===== config.mk =====
export PLATFORM = sky130hd
export DESIGN_NAME = cache_ctrl_nway_flat
export DESIGN_NICKNAME = d
export VERILOG_FILES = /design/src/rtl/cache_pkg.sv /design/src/rtl/cache_ctrl_nway_if.sv /design/src/rtl/cache_flush_cnt.sv /design/src/rtl/cache_ctrl_nway.sv /design/src/flat_wrapper.sv
export SDC_FILE = /design/constraint.sdc
export NUM_CORES = 1
export LEC_CHECK = 0
export ABC_AREA = 1
export CORE_MARGIN = 1.5
export CORE_UTILIZATION = 43
export CTS_BUF_LIST = sky130_fd_sc_hd__clkbuf_2
export CTS_CLUSTER_DIAMETER = 200
export CTS_CLUSTER_SIZE = 28
export DETAILED_ROUTE_END_ITERATION = 6
export GPL_ROUTABILITY_DRIVEN = 0
export GPL_TIMING_DRIVEN = 0
export PLACE_DENSITY = 0.87
export SETUP_SLACK_MARGIN = 0.2
export SLEW_MARGIN = 20
export SYNTH_ARGS = -nofsm -noshare
export SYNTH_HDL_FRONTEND = slang
export SYNTH_HIERARCHICAL = 1
export SYNTH_SLANG_ARGS = --single-unit

===== constraint.sdc =====
create_clock -name clk -period 1.4 [get_ports clk]
set_input_delay 0.14 -clock clk [delete_from_list [all_inputs] [get_ports clk]]
set_output_delay 0.14 -clock clk [all_outputs]
set_load 0.02 [all_outputs]

===== src/rtl/cache_pkg.sv =====
// cache_pkg: shared types and helpers for the N-way write-back cache controller.
//   cache_state_t  - controller FSM state encoding, also exported as a debug output
//   first_invalid  - lowest-index invalid way of a set (ways above WAYS padded valid)
//   DEF_*          - default parameter values for the controller and its interface
package cache_pkg;

  localparam int DEF_WAYS    = 4;
  localparam int DEF_SETS    = 64;
  localparam int DEF_TIMEOUT = 255;

  // Widest supported associativity; helpers work on vectors of this width.
  localparam int MAX_WAYS  = 8;
  localparam int MAX_WAY_W = 3;

  typedef enum logic [2:0] {
    IDLE       = 3'd0,
    CHECK      = 3'd1,
    WB_REQ     = 3'd2,
    FILL_REQ   = 3'd3,
    FLUSH_SCAN = 3'd4,
    FLUSH_WB   = 3'd5,
    ERROR      = 3'd6
  } cache_state_t;

  // Lowest-index way whose valid bit is 0. The caller pads unused upper
  // ways with 1 so they are never chosen; result is 0 if every way is valid.
  function automatic logic [MAX_WAY_W-1:0] first_invalid(input logic [MAX_WAYS-1:0] valid_vec);
    logic [MAX_WAY_W-1:0] w;
    w = '0;
    for (int i = MAX_WAYS - 1; i >= 0; i--) begin
      if (!valid_vec[i]) w = MAX_WAY_W'(i);
    end
    return w;
  endfunction

endpackage


===== src/rtl/cache_ctrl_nway_if.sv =====
// cache_ctrl_nway_if: bundle between the cache controller (master) and the
// CPU port / cache datapath / main-memory side (slave).
//   CPU:      cpu_read, cpu_write, flush_req in; cpu_ready out
//   Datapath: hit, hit_way, valid_vec, dirty_vec, lru_way in;
//             lru_update, lru_touch_way, byte_we, line_we, tag_we, data_in_sel,
//             wb_way, valid_we, dirty_we, valid_d, dirty_d,
//             flush_active, flush_idx out
//   Memory:   mem_ack in; mem_read, mem_write out
//   Status:   flush_done, error out; state_dbg exposes the FSM state
//
// Handshakes: cpu_read/cpu_write are request levels held by the CPU until the
// one-cycle cpu_ready pulse; mem_read/mem_write are request levels held by the
// controller until the one-cycle mem_ack pulse (accepted in any cycle of the
// request, including the first); flush_req is held until flush_active is seen.
interface cache_ctrl_nway_if #(
  parameter int WAYS = cache_pkg::DEF_WAYS,
  parameter int SETS = cache_pkg::DEF_SETS
);
  localparam int WAY_W = $clog2(WAYS);
  localparam int IDX_W = $clog2(SETS);

  logic             cpu_read;
  logic             cpu_write;
  logic             flush_req;
  logic             hit;
  logic [WAY_W-1:0] hit_way;
  logic [WAYS-1:0]  valid_vec;
  logic [WAYS-1:0]  dirty_vec;
  logic [WAY_W-1:0] lru_way;
  logic             mem_ack;

  logic             cpu_ready;
  logic             lru_update;
  logic [WAY_W-1:0] lru_touch_way;
  logic [WAYS-1:0]  byte_we;
  logic [WAYS-1:0]  line_we;
  logic [WAYS-1:0]  tag_we;
  logic             data_in_sel;
  logic             mem_read;
  logic             mem_write;
  logic [WAY_W-1:0] wb_way;
  logic [WAYS-1:0]  valid_we;
  logic [WAYS-1:0]  dirty_we;
  logic             valid_d;
  logic             dirty_d;
  logic             flush_active;
  logic [IDX_W-1:0] flush_idx;
  logic             flush_done;
  logic             error;
  cache_pkg::cache_state_t state_dbg;

  modport master (
    input  cpu_read, cpu_write, flush_req, hit, hit_way, valid_vec, dirty_vec,
           lru_way, mem_ack,
    output cpu_ready, lru_update, lru_touch_way, byte_we, line_we, tag_we,
           data_in_sel, mem_read, mem_write, wb_way, valid_we, dirty_we,
           valid_d, dirty_d, flush_active, flush_idx, flush_done, error,
           state_dbg
  );

  modport slave (
    output cpu_read, cpu_write, flush_req, hit, hit_way, valid_vec, dirty_vec,
           lru_way, mem_ack,
    input  cpu_ready, lru_update, lru_touch_way, byte_we, line_we, tag_we,
           data_in_sel, mem_read, mem_write, wb_way, valid_we, dirty_we,
           valid_d, dirty_d, flush_active, flush_idx, flush_done, error,
           state_dbg
  );

endinterface


===== src/rtl/cache_flush_cnt.sv =====
// cache_flush_cnt: {set index, way} walk counter for the flush sequencer.
//   clk, rst_n - clock, async active-low reset
//   clr        - synchronous clear to (0,0)
//   adv        - step to the next way, wrapping into the next set
//   idx, way   - current position
//   last       - position is (SETS-1, WAYS-1)
module cache_flush_cnt #(
  parameter int WAYS  = 4,
  parameter int SETS  = 64,
  parameter int WAY_W = $clog2(WAYS),
  parameter int IDX_W = $clog2(SETS)
) (
  input  logic             clk,
  input  logic             rst_n,
  input  logic             clr,
  input  logic             adv,
  output logic [IDX_W-1:0] idx,
  output logic [WAY_W-1:0] way,
  output logic             last
);

  localparam int CW = IDX_W + WAY_W;

  // WAYS and SETS are powers of two, so one binary counter over {idx,way}
  // gives the way wrap and set increment for free.
  logic [CW-1:0] cnt;

  always_ff @(posedge clk or negedge rst_n) begin
    if (!rst_n) begin
      cnt <= '0;
    end else if (clr) begin
      cnt <= '0;
    end else if (adv) begin
      cnt <= cnt + CW'(1);
    end
  end

  assign {idx, way} = cnt;
  assign last       = &cnt;

endmodule


===== src/rtl/cache_ctrl_nway.sv =====
// cache_ctrl_nway: N-way set-associative write-back cache controller FSM.
//   clk, rst_n - clock, async active-low reset
//   bus        - cache_ctrl_nway_if master: CPU request/ready, datapath
//                array strobes, memory request/ack, flush and error status
// Misses allocate an invalid way first, otherwise the LRU way; the victim is
// frozen at the miss. Every memory wait is bounded by TIMEOUT cycles.
module cache_ctrl_nway
  import cache_pkg::*;
#(
  parameter int WAYS    = DEF_WAYS,
  parameter int SETS    = DEF_SETS,
  parameter int TIMEOUT = DEF_TIMEOUT,
  parameter int WAY_W   = $clog2(WAYS),
  parameter int IDX_W   = $clog2(SETS)
) (
  input  logic              clk,
  input  logic              rst_n,
  cache_ctrl_nway_if.master bus
);

  localparam int TMO_W = $clog2(TIMEOUT + 1);
  localparam logic [WAYS-1:0] ONE_W = {{(WAYS-1){1'b0}}, 1'b1};

  cache_state_t        state;
  logic [WAY_W-1:0]    victim_q;
  logic [TMO_W-1:0]    tmo_cnt;

  logic [WAY_W-1:0]    victim_c;
  logic [MAX_WAYS-1:0] valid_pad;
  logic [IDX_W-1:0]    f_idx;
  logic [WAY_W-1:0]    f_way;
  logic                f_last;
  logic                cnt_adv;
  logic                cnt_clr;
  logic                tmo_hit;
  logic                flush_dirty;
  logic [WAYS-1:0]     hit_oh;
  logic [WAYS-1:0]     victim_oh;
  logic [WAYS-1:0]     flush_oh;

  cache_flush_cnt #(
    .WAYS (WAYS),
    .SETS (SETS)
  ) u_flush_cnt (
    .clk   (clk),
    .rst_n (rst_n),
    .clr   (cnt_clr),
    .adv   (cnt_adv),
    .idx   (f_idx),
    .way   (f_way),
    .last  (f_last)
  );

  // Victim choice: first invalid way, else the replacement unit's LRU way.
  always_comb begin
    valid_pad             = '1;
    valid_pad[WAYS-1:0]   = bus.valid_vec;
    if (&bus.valid_vec) victim_c = bus.lru_way;
    else                victim_c = WAY_W'(first_invalid(valid_pad));
  end

  // Last permitted waiting cycle: no ack here means the request has timed out.
  assign tmo_hit     = (tmo_cnt == TMO_W'(TIMEOUT - 1));
  assign flush_dirty = bus.dirty_vec[f_way] & bus.valid_vec[f_way];
  assign hit_oh      = ONE_W << bus.hit_way;
  assign victim_oh   = ONE_W << victim_q;
  assign flush_oh    = ONE_W << f_way;
  assign bus.state_dbg = state;

  always_ff @(posedge clk or negedge rst_n) begin
    if (!rst_n) begin
      state    <= IDLE;
      victim_q <= '0;
      tmo_cnt  <= '0;
    end else begin
      case (state)
        IDLE: begin
          if (bus.flush_req)                     state <= FLUSH_SCAN;
          else if (bus.cpu_read || bus.cpu_write) state <= CHECK;
        end
        CHECK: begin
          if (bus.hit) begin
            state <= IDLE;
          end else begin
            victim_q <= victim_c;
            tmo_cnt  <= '0;
            state    <= (bus.valid_vec[victim_c] && bus.dirty_vec[victim_c]) ? WB_REQ : FILL_REQ;
          end
        end
        WB_REQ: begin
          if (bus.mem_ack) begin
            state   <= FILL_REQ;
            tmo_cnt <= '0;
          end else if (tmo_hit) begin
            state <= ERROR;
          end else begin
            tmo_cnt <= tmo_cnt + TMO_W'(1);
          end
        end
        FILL_REQ: begin
          // After the fill the set holds the line, so CHECK completes via the hit path.
          if (bus.mem_ack)   state <= CHECK;
          else if (tmo_hit)  state <= ERROR;
          else               tmo_cnt <= tmo_cnt + TMO_W'(1);
        end
        FLUSH_SCAN: begin
          if (flush_dirty) begin
            state   <= FLUSH_WB;
            tmo_cnt <= '0;
          end else if (f_last) begin
            state <= IDLE;
          end
        end
        FLUSH_WB: begin
          if (bus.mem_ack)  state <= f_last ? IDLE : FLUSH_SCAN;
          else if (tmo_hit) state <= ERROR;
          else              tmo_cnt <= tmo_cnt + TMO_W'(1);
        end
        ERROR:   state <= IDLE;
        default: state <= IDLE;
      endcase
    end
  end

  // Datapath, memory and status strobes: decoded from state and registers,
  // qualified by hit/mem_ack where a write happens in the same cycle.
  always_comb begin
    bus.cpu_ready     = 1'b0;
    bus.lru_update    = 1'b0;
    bus.lru_touch_way = '0;
    bus.byte_we       = '0;
    bus.line_we       = '0;
    bus.tag_we        = '0;
    bus.data_in_sel   = 1'b0;
    bus.mem_read      = 1'b0;
    bus.mem_write     = 1'b0;
    bus.wb_way        = '0;
    bus.valid_we      = '0;
    bus.dirty_we      = '0;
    bus.valid_d       = 1'b0;
    bus.dirty_d       = 1'b0;
    bus.flush_active  = 1'b0;
    bus.flush_idx     = '0;
    bus.flush_done    = 1'b0;
    bus.error         = 1'b0;
    cnt_adv           = 1'b0;
    cnt_clr           = (state == IDLE);
    case (state)
      CHECK: begin
        if (bus.hit) begin
          bus.cpu_ready     = 1'b1;
          bus.lru_update    = 1'b1;
          bus.lru_touch_way = bus.hit_way;
          if (bus.cpu_write) begin
            bus.byte_we  = hit_oh;
            bus.dirty_we = hit_oh;
            bus.dirty_d  = 1'b1;
          end
        end
      end
      WB_REQ: begin
        bus.mem_write = 1'b1;
        bus.wb_way    = victim_q;
      end
      FILL_REQ: begin
        bus.mem_read = 1'b1;
        if (bus.mem_ack) begin
          bus.line_we     = victim_oh;
          bus.tag_we      = victim_oh;
          bus.valid_we    = victim_oh;
          bus.dirty_we    = victim_oh;
          bus.data_in_sel = 1'b1;
          bus.valid_d     = 1'b1;
        end
      end
      FLUSH_SCAN: begin
        bus.flush_active = 1'b1;
        bus.flush_idx    = f_idx;
        if (!flush_dirty) begin
          cnt_adv        = 1'b1;
          bus.flush_done = f_last;
        end
      end
      FLUSH_WB: begin
        bus.flush_active = 1'b1;
        bus.flush_idx    = f_idx;
        bus.mem_write    = 1'b1;
        bus.wb_way       = f_way;
        if (bus.mem_ack) begin
          bus.dirty_we   = flush_oh;
          cnt_adv        = 1'b1;
          bus.flush_done = f_last;
        end
      end
      ERROR: bus.error = 1'b1;
      default: ;
    endcase
  end

endmodule

===== src/flat_wrapper.sv =====
// flat-port wrapper written by rule: the top's interface ports become plain ports
module cache_ctrl_nway_flat import cache_pkg::*;
#(
  parameter int WAYS    = DEF_WAYS,
  parameter int SETS    = DEF_SETS,
  parameter int TIMEOUT = DEF_TIMEOUT,
  parameter int WAY_W   = $clog2(WAYS),
  parameter int IDX_W   = $clog2(SETS)
)
  (clk, rst_n, bus_cpu_read, bus_cpu_write, bus_flush_req, bus_hit, bus_hit_way, bus_valid_vec, bus_dirty_vec, bus_lru_way, bus_mem_ack, bus_cpu_ready, bus_lru_update, bus_lru_touch_way, bus_byte_we, bus_line_we, bus_tag_we, bus_data_in_sel, bus_mem_read, bus_mem_write, bus_wb_way, bus_valid_we, bus_dirty_we, bus_valid_d, bus_dirty_d, bus_flush_active, bus_flush_idx, bus_flush_done, bus_error, bus_state_dbg);
  cache_ctrl_nway_if #(.WAYS(WAYS), .SETS(SETS)) bus_i ();
  input  logic clk;
  input  logic rst_n;
  input wire logic [$bits(bus_i.cpu_read)-1:0] bus_cpu_read;
  input wire logic [$bits(bus_i.cpu_write)-1:0] bus_cpu_write;
  input wire logic [$bits(bus_i.flush_req)-1:0] bus_flush_req;
  input wire logic [$bits(bus_i.hit)-1:0] bus_hit;
  input wire logic [$bits(bus_i.hit_way)-1:0] bus_hit_way;
  input wire logic [$bits(bus_i.valid_vec)-1:0] bus_valid_vec;
  input wire logic [$bits(bus_i.dirty_vec)-1:0] bus_dirty_vec;
  input wire logic [$bits(bus_i.lru_way)-1:0] bus_lru_way;
  input wire logic [$bits(bus_i.mem_ack)-1:0] bus_mem_ack;
  output wire logic [$bits(bus_i.cpu_ready)-1:0] bus_cpu_ready;
  output wire logic [$bits(bus_i.lru_update)-1:0] bus_lru_update;
  output wire logic [$bits(bus_i.lru_touch_way)-1:0] bus_lru_touch_way;
  output wire logic [$bits(bus_i.byte_we)-1:0] bus_byte_we;
  output wire logic [$bits(bus_i.line_we)-1:0] bus_line_we;
  output wire logic [$bits(bus_i.tag_we)-1:0] bus_tag_we;
  output wire logic [$bits(bus_i.data_in_sel)-1:0] bus_data_in_sel;
  output wire logic [$bits(bus_i.mem_read)-1:0] bus_mem_read;
  output wire logic [$bits(bus_i.mem_write)-1:0] bus_mem_write;
  output wire logic [$bits(bus_i.wb_way)-1:0] bus_wb_way;
  output wire logic [$bits(bus_i.valid_we)-1:0] bus_valid_we;
  output wire logic [$bits(bus_i.dirty_we)-1:0] bus_dirty_we;
  output wire logic [$bits(bus_i.valid_d)-1:0] bus_valid_d;
  output wire logic [$bits(bus_i.dirty_d)-1:0] bus_dirty_d;
  output wire logic [$bits(bus_i.flush_active)-1:0] bus_flush_active;
  output wire logic [$bits(bus_i.flush_idx)-1:0] bus_flush_idx;
  output wire logic [$bits(bus_i.flush_done)-1:0] bus_flush_done;
  output wire logic [$bits(bus_i.error)-1:0] bus_error;
  output wire logic [$bits(bus_i.state_dbg)-1:0] bus_state_dbg;
  assign bus_i.cpu_read = bus_cpu_read;
  assign bus_i.cpu_write = bus_cpu_write;
  assign bus_i.flush_req = bus_flush_req;
  assign bus_i.hit = bus_hit;
  assign bus_i.hit_way = bus_hit_way;
  assign bus_i.valid_vec = bus_valid_vec;
  assign bus_i.dirty_vec = bus_dirty_vec;
  assign bus_i.lru_way = bus_lru_way;
  assign bus_i.mem_ack = bus_mem_ack;
  assign bus_cpu_ready = bus_i.cpu_ready;
  assign bus_lru_update = bus_i.lru_update;
  assign bus_lru_touch_way = bus_i.lru_touch_way;
  assign bus_byte_we = bus_i.byte_we;
  assign bus_line_we = bus_i.line_we;
  assign bus_tag_we = bus_i.tag_we;
  assign bus_data_in_sel = bus_i.data_in_sel;
  assign bus_mem_read = bus_i.mem_read;
  assign bus_mem_write = bus_i.mem_write;
  assign bus_wb_way = bus_i.wb_way;
  assign bus_valid_we = bus_i.valid_we;
  assign bus_dirty_we = bus_i.dirty_we;
  assign bus_valid_d = bus_i.valid_d;
  assign bus_dirty_d = bus_i.dirty_d;
  assign bus_flush_active = bus_i.flush_active;
  assign bus_flush_idx = bus_i.flush_idx;
  assign bus_flush_done = bus_i.flush_done;
  assign bus_error = bus_i.error;
  assign bus_state_dbg = bus_i.state_dbg;
  cache_ctrl_nway #(.WAYS(WAYS), .SETS(SETS), .TIMEOUT(TIMEOUT), .WAY_W(WAY_W), .IDX_W(IDX_W)) u_core (.clk(clk), .rst_n(rst_n), .bus(bus_i));
endmodule

# [Word level (Yosys, flattened, before mapping)]
# Index checks and enable logic that the tools add are counted.
[totals] reg_bits=21 word_cells=98
[op_classes] addsub=2 magnitude_cmp=2 eq_ne=12 shift=3 n_mux=60 bitwise_logic=2 n_reduce_logical=13
[op_table] cell="two-way mux 8 bit" count=7
[op_table] cell="one-hot mux 8 bit (4 select lines)" count=1
[op_table] cell="two-way mux 3 bit" count=10
[op_table] cell="two-way mux 4 bit" count=6
[op_table] cell="two-way mux 1 bit" count=19
[op_table] cell="one-hot mux 3 bit (6 select lines)" count=1
[op_table] cell="adder 8 x 1 -> 8 bit, second input constant" count=2
[op_table] cell="two-way mux 2 bit" count=7
[op_table] cell="one-hot mux 4 bit (3 select lines)" count=1
[op_table] cell="left shift 1 x 2 -> 4 bit, first input constant" count=3
[op_table] cell="== test 3 bit, second input constant" count=3
[op_table] cell="binary-select mux 1 bit (select 2 bit)" count=4
[op_table] cell="== test 8 bit, second input constant" count=1
[op_table] cell="AND reduction 4 bit" count=2
[op_table] cell="AND reduction 8 bit" count=1
[op_table] cell="== test 3 x 2 -> 1 bit, second input constant" count=2
[op_table] cell="less-than comparator 2 x 3 -> 1 bit, second input constant" count=2
[op_table] cell="two-way mux 6 bit" count=1
[op_table] cell="OR reduction 2 bit" count=3
[op_table] cell="inequality test 2 bit, second input constant" count=2
[op_table] cell="one-hot mux 1 bit (2 select lines)" count=2
[op_table] cell="one-hot mux 2 bit (2 select lines)" count=1
[op_table] cell="AND reduction 2 bit" count=2
[op_table] cell="nonzero test 4 bit" count=1
[op_table] cell="10 further kinds" count=10

# [Depth between registers and ports, before layout]
[logic_depth] word_depth=11 mapped_depth=14 depth_no_buf=14

# [Modules after synthesis]
# The synthesis kept the hierarchy.
[by_module_without_submodules] module="cache_ctrl_nway" n_inst=1 cells_per_inst=240 area_per_inst_um2=1406.3 seq_area_each_um2=325.3
[by_module_without_submodules] module="cache_flush_cnt" n_inst=1 cells_per_inst=63 area_per_inst_um2=479.2 seq_area_each_um2=200.2

# [Worst setup path after synthesis]
# OpenSTA, ideal clock, no wires.
[synth_timing] path_kind="register to output" startpoint="reg u_core.state[2], in the netlist u_core/bus.state_dbg[2]" endpoint="out bus_dirty_we[1]" arrival_time_ps=1629 t_required_ps=1260 slack_ps=-369 path_stages_with_launch=7 path_buffers=0 cell_sequence="dfrtp_1 -> inv_2 -> nor2_4 -> nand2_4 -> inv_2 -> nand2_2 -> o311ai_1"
[synth_between] elab_chain_len=2 word_cells_on_any_way=4 classes_between="3 x eq/ne; 1 x mux"
[synth_rtl] item="from (decl)" line="cache_ctrl_nway.sv:24" text="cache_state_t state;"
[synth_rtl] item="from (signal assigned)" line="cache_ctrl_nway.sv:87" text="state <= (bus.valid_vec[victim_c] && bus.dirty_vec[victim_c]) ? WB_REQ : FILL_REQ;"
[synth_rtl] item="from (signal assigned)" line="cache_ctrl_nway.sv:115" text="if (bus.mem_ack) state <= f_last ? IDLE : FLUSH_SCAN;"
[synth_rtl] item="== test 3 bit (tied with other cells)" line="cache_ctrl_nway.sv:148" text="case (state)"
[synth_rtl] item="one-hot mux 4 bit (3 select lines) (*)" line="cache_ctrl_nway.sv:148"
[synth_rtl] item="to (decl)" line="flat_wrapper.sv:34" text="output wire logic [$bits(bus_i.dirty_we)-1:0] bus_dirty_we;"
# Every way passes the cells marked *; elsewhere a longest branch is shown, timed or not.

# [Worst setup path in the final report]
[layout_timing] startpoint="reg u_core.state[2], in the netlist u_core/bus.state_dbg[2]" endpoint="out bus_valid_we[3]"
[layout_between] elab_chain_len=2
[layout_rtl] item="== test 3 x 2 -> 1 bit" line="cache_ctrl_nway.sv:148"
[layout_rtl] item="two-way mux 4 bit" line="cache_ctrl_nway.sv:148"
[layout_rtl] item="to (decl)" line="flat_wrapper.sv:33" text="output wire logic [$bits(bus_i.valid_we)-1:0] bus_valid_we;"
# No other way between the ends.

==> results by group <==
STA
  – Setup TNS: -25.84 ns
  – Setup Skew: 0.009298 ns
  – Final setup viols: 62
  – Worst slew pin tran: 0.5165 ns
  – Final worst slack: -0.6675 ns
  – RSZ-0062 raised after global routing: yes
  – Min Tclk post-route: 2.067 ns
  – Hold slack final: 0.2516 ns
  – Slew HR: 65.57%
  – Tcrit/Tclk final: 147.7%
  – Max-slew violation count: 0
  – Fin. Hold Viols: 0
  – Max Fclk: 483.7 MHz

Place
  – Post-Place Setup Slack: -0.8252 ns
  – Input/output buffers: 61
  – Detail Placement HPWL: 3.956 mm
  – Placed Cells: 414

CTS
  – H-tree Lvls: 1
  – Num Clock Sinks: 21
  – Worst-skew pair later-pin latency: 0.35 ns
  – Clock tree buffer depth: 2
  – TritonCTS clock tree: built
  – Clock Root Buffer: clkbuf_2
  – Clock-pin slew on the worst setup and hold paths: 0.21 ns
  – Total CTS buffers: 3

Drt
  – WL/cell: 20.36 µm
  – Detailed-route DRC error count: 0
  – WL final: 9.651 mm
  – Via total after detailed routing: 2788
  – Post-DRT Antenna Nets: 0
  – Pre-Repair DR Iteration Count: 6
  – First DRT Iteration DRCs: 460
  – Vias per Instance: 5.882

Run status
  – Violated checks: negative setup slack
  – Status: finished, violations left

Critical path
  – Reg-to-Reg Start: u_core/u_flush_cnt/cnt[0]
  – Worst path required time: 1.26 ns
  – CP Max Fanout: 5
  – Reg2Reg Setup Slack: -0.52 ns
  – RR Endpoint: u_core/bus.state_dbg[0]
  – Reg2Reg Depth: 14
  – Worst path max stage delay: 0.52 ns
  – Worst Path Arrival: 1.93 ns
  – CP Class: reg2out
  – Setup crit end kind: output port
  – CP max stage cell: dfrtp_2
  – Cell Chain, Critical Path: nor2_4 -> nand2_4 -> nor2_4 -> nand3_2 -> inv_2 -> buf_6 -> buf_6
  – Setup crit start kind: flip-flop

Yosys
  – Post-synthesis sequential area ratio: 27.87%
  – YS warnings: 6
  – Leading area contributor after synthesis: dfrtp_1
  – Asr flop ratio synth: 100.0%
  – Average size of a mapped cell: 6.223 µm²
  – Top-count cell post-synth: nand2_1
  – Ranking of synthesized cells by area: dfrtp_1 (28%), nand2_1 (17%), inv_1 (11%), nand3_1 (6.1%), nor2_1 (5.8%)
  – Post-synth EDFFs: 0
  – Area of the mapped netlist: 0.001886 mm²
  – Yosys reg bits: 21
  – Main synth FF type: dfrtp_1
  – Yosys cell types: 29
  – Post-Syn Instances: 303
  – Share of the synthesized area in the top cell type: 27.87%
  – Top cells by count, synth: nand2_1 (85), inv_1 (53), nor2_1 (29)
  – Syn nets: 325

Global route
  – Pin count of the biggest net entering global routing: 22
  – All-layer global routing usage: 25.96%
  – Initial antenna violation count: 0
  – Vias in the first global route: 2219
  – First-pass GRT wire length: 10.36 mm
  – Grt total ovfl: 0

Floorplan
  – Die Footprint: 0.004791 mm²
  – Core area: 0.004115 mm²
  – Die W: 69.22 µm
  – Core Rows: 23
  – Initial core utilization: 45.82%
  – Die Y-Extent: 69.22 µm
  – # IOs: 62

Layout
  – Final design utilization: 86.80%
  – Area Growth Syn to Fin: 89.45%
  – Fraction of layout cells with a size suffix above 1: 53.54%
  – Antenna diodes: 0
  – Final Non-Filler Cells: 474
  – Nets: 447
  – Fillers: 191

Power
  – Peak supply drop: 1188 µV
  – Power Density: 1554 mW/mm²
  – Static Leakage: 1.746 nW

Worst hold path
  – Hold WC Path Type: in2async

Run
  – Max_cap viols: 0
==> cells in the final DEF (no fill, tap or decap), types with 3 or more instances in the layout <==
cell type        Yosys  routed
buf_4               11      48
a21oi_1             11       8
inv_1               53      38
nand2_1             85      66
nand2_2              5      16
inv_4                0       6
nand2_4              2       7
nor2_1              29      20
inv_2               10      17
nand3_1             23       9
nand2_8              0       3
nand3_2              3      13
clkbuf_2             0       4
buf_6                0      58
dfrtp_2              0       6
nor2_2               7       5
nor2_4               5      16
a21oi_2              1       3
nand3_4              1       5
o21ai_0              8       6
clkdlybuf4s50_1      0      17
o21ai_1              9       9
dfrtp_1             21      15
==> sequential cells by signal, indices dropped and copies added, names as in the netlist <==
| name | flops |
|---|---|
| u_core/u_flush_cnt/cnt | 8 |
| u_core/bus.state_dbg | 3 |
| u_core/tmo_cnt | 8 |
| u_core/victim_q | 2 |
==> layout make-up <==
type / count / area, µm² / area share, %
plain buffers: 11 / 127.6 / 3.573
clock buffers: 4 / 20.02 / 0.5604
inverters: 64 / 272.8 / 7.636
multi-input cells: 207 / 1450 / 40.60
flip-flops and latches: 21 / 533.0 / 14.92
well taps: 50 / 62.56 / 1.751
repair buffers: 117 / 1106 / 30.96
==> cells by family after synthesis <==
kind of cell / share of synthesized area (%)
and+or+nand+nor: 41.41
DFF: 27.87
buffers and inverters: 17.12
AOI/OAI and AO/OA: 11.15
adders and majority gates: 1.991
xor gates and xnor gates: 0.4646
==> how the worst max path moves through the flow <==
stage / slack [ns] / cells after the start / endpoint / startpoint
floorplan: -0.15 / 6 / bus_dirty_we[1] / u_core/bus.state_dbg[2]
global placement: -0.79 / 8 / bus_dirty_we[0] / bus_mem_ack
detailed placement: -0.83 / 8 / bus_dirty_we[0] / bus_mem_ack
CTS: -0.50 / 9 / bus_dirty_we[0] / u_core/bus.state_dbg[1]
global route: -0.72 / 7 / bus_dirty_we[3] / u_core/bus.state_dbg[2]
finish: -0.67 / 7 / bus_valid_we[3] / u_core/bus.state_dbg[2]
==> critical path: cells and delay by family, from the launching register on <==
kind	cells	cell delay, ns
simple gates	4	0.68
buf+inv	3	0.37
flops	1	0.52
==> layer usage <==
metal | routed length [µm] | vias to the layer above | track usage (%)
met3 | 1108 | 85 | 4.070
met2 | 4458 | 276 | 46.37
li1 | - | 1173 | -
met5 | 0 | - | 0
met4 | 774 | 0 | 7.407
met1 | 3310 | 1254 | 32.18
==> metrics by stage <==
stage          cell area (µm²)  power [W]
2_1_floorplan             2012   0.002429
3_3_place_gp              2685   0.003009
3_5_place_dp              2685   0.003068
4_1_cts                   3044   0.004100
5_1_grt                   3572   0.005715
6_report                  3572   0.005551
==> power breakdown <==
| part | internal (W) | switching [W] |
|---|---|---|
| Combinational | 0.00189 | 0.00247 |
| Clock | 0.0000754 | 0.000206 |
| Sequential | 0.000734 | 0.000181 |
| Total | 0.00270 | 0.00286 |
==> timing repair <==
action,CTS,global route
hold buffers,0,1
gates cloned,0,0
endpoints found under the hold margin,0,21
setup endpoints to repair,63,63
buffers inserted,27,28
gates resized for setup,278,77
pin swaps,15,29
Power figures use the tool's default switching activity.
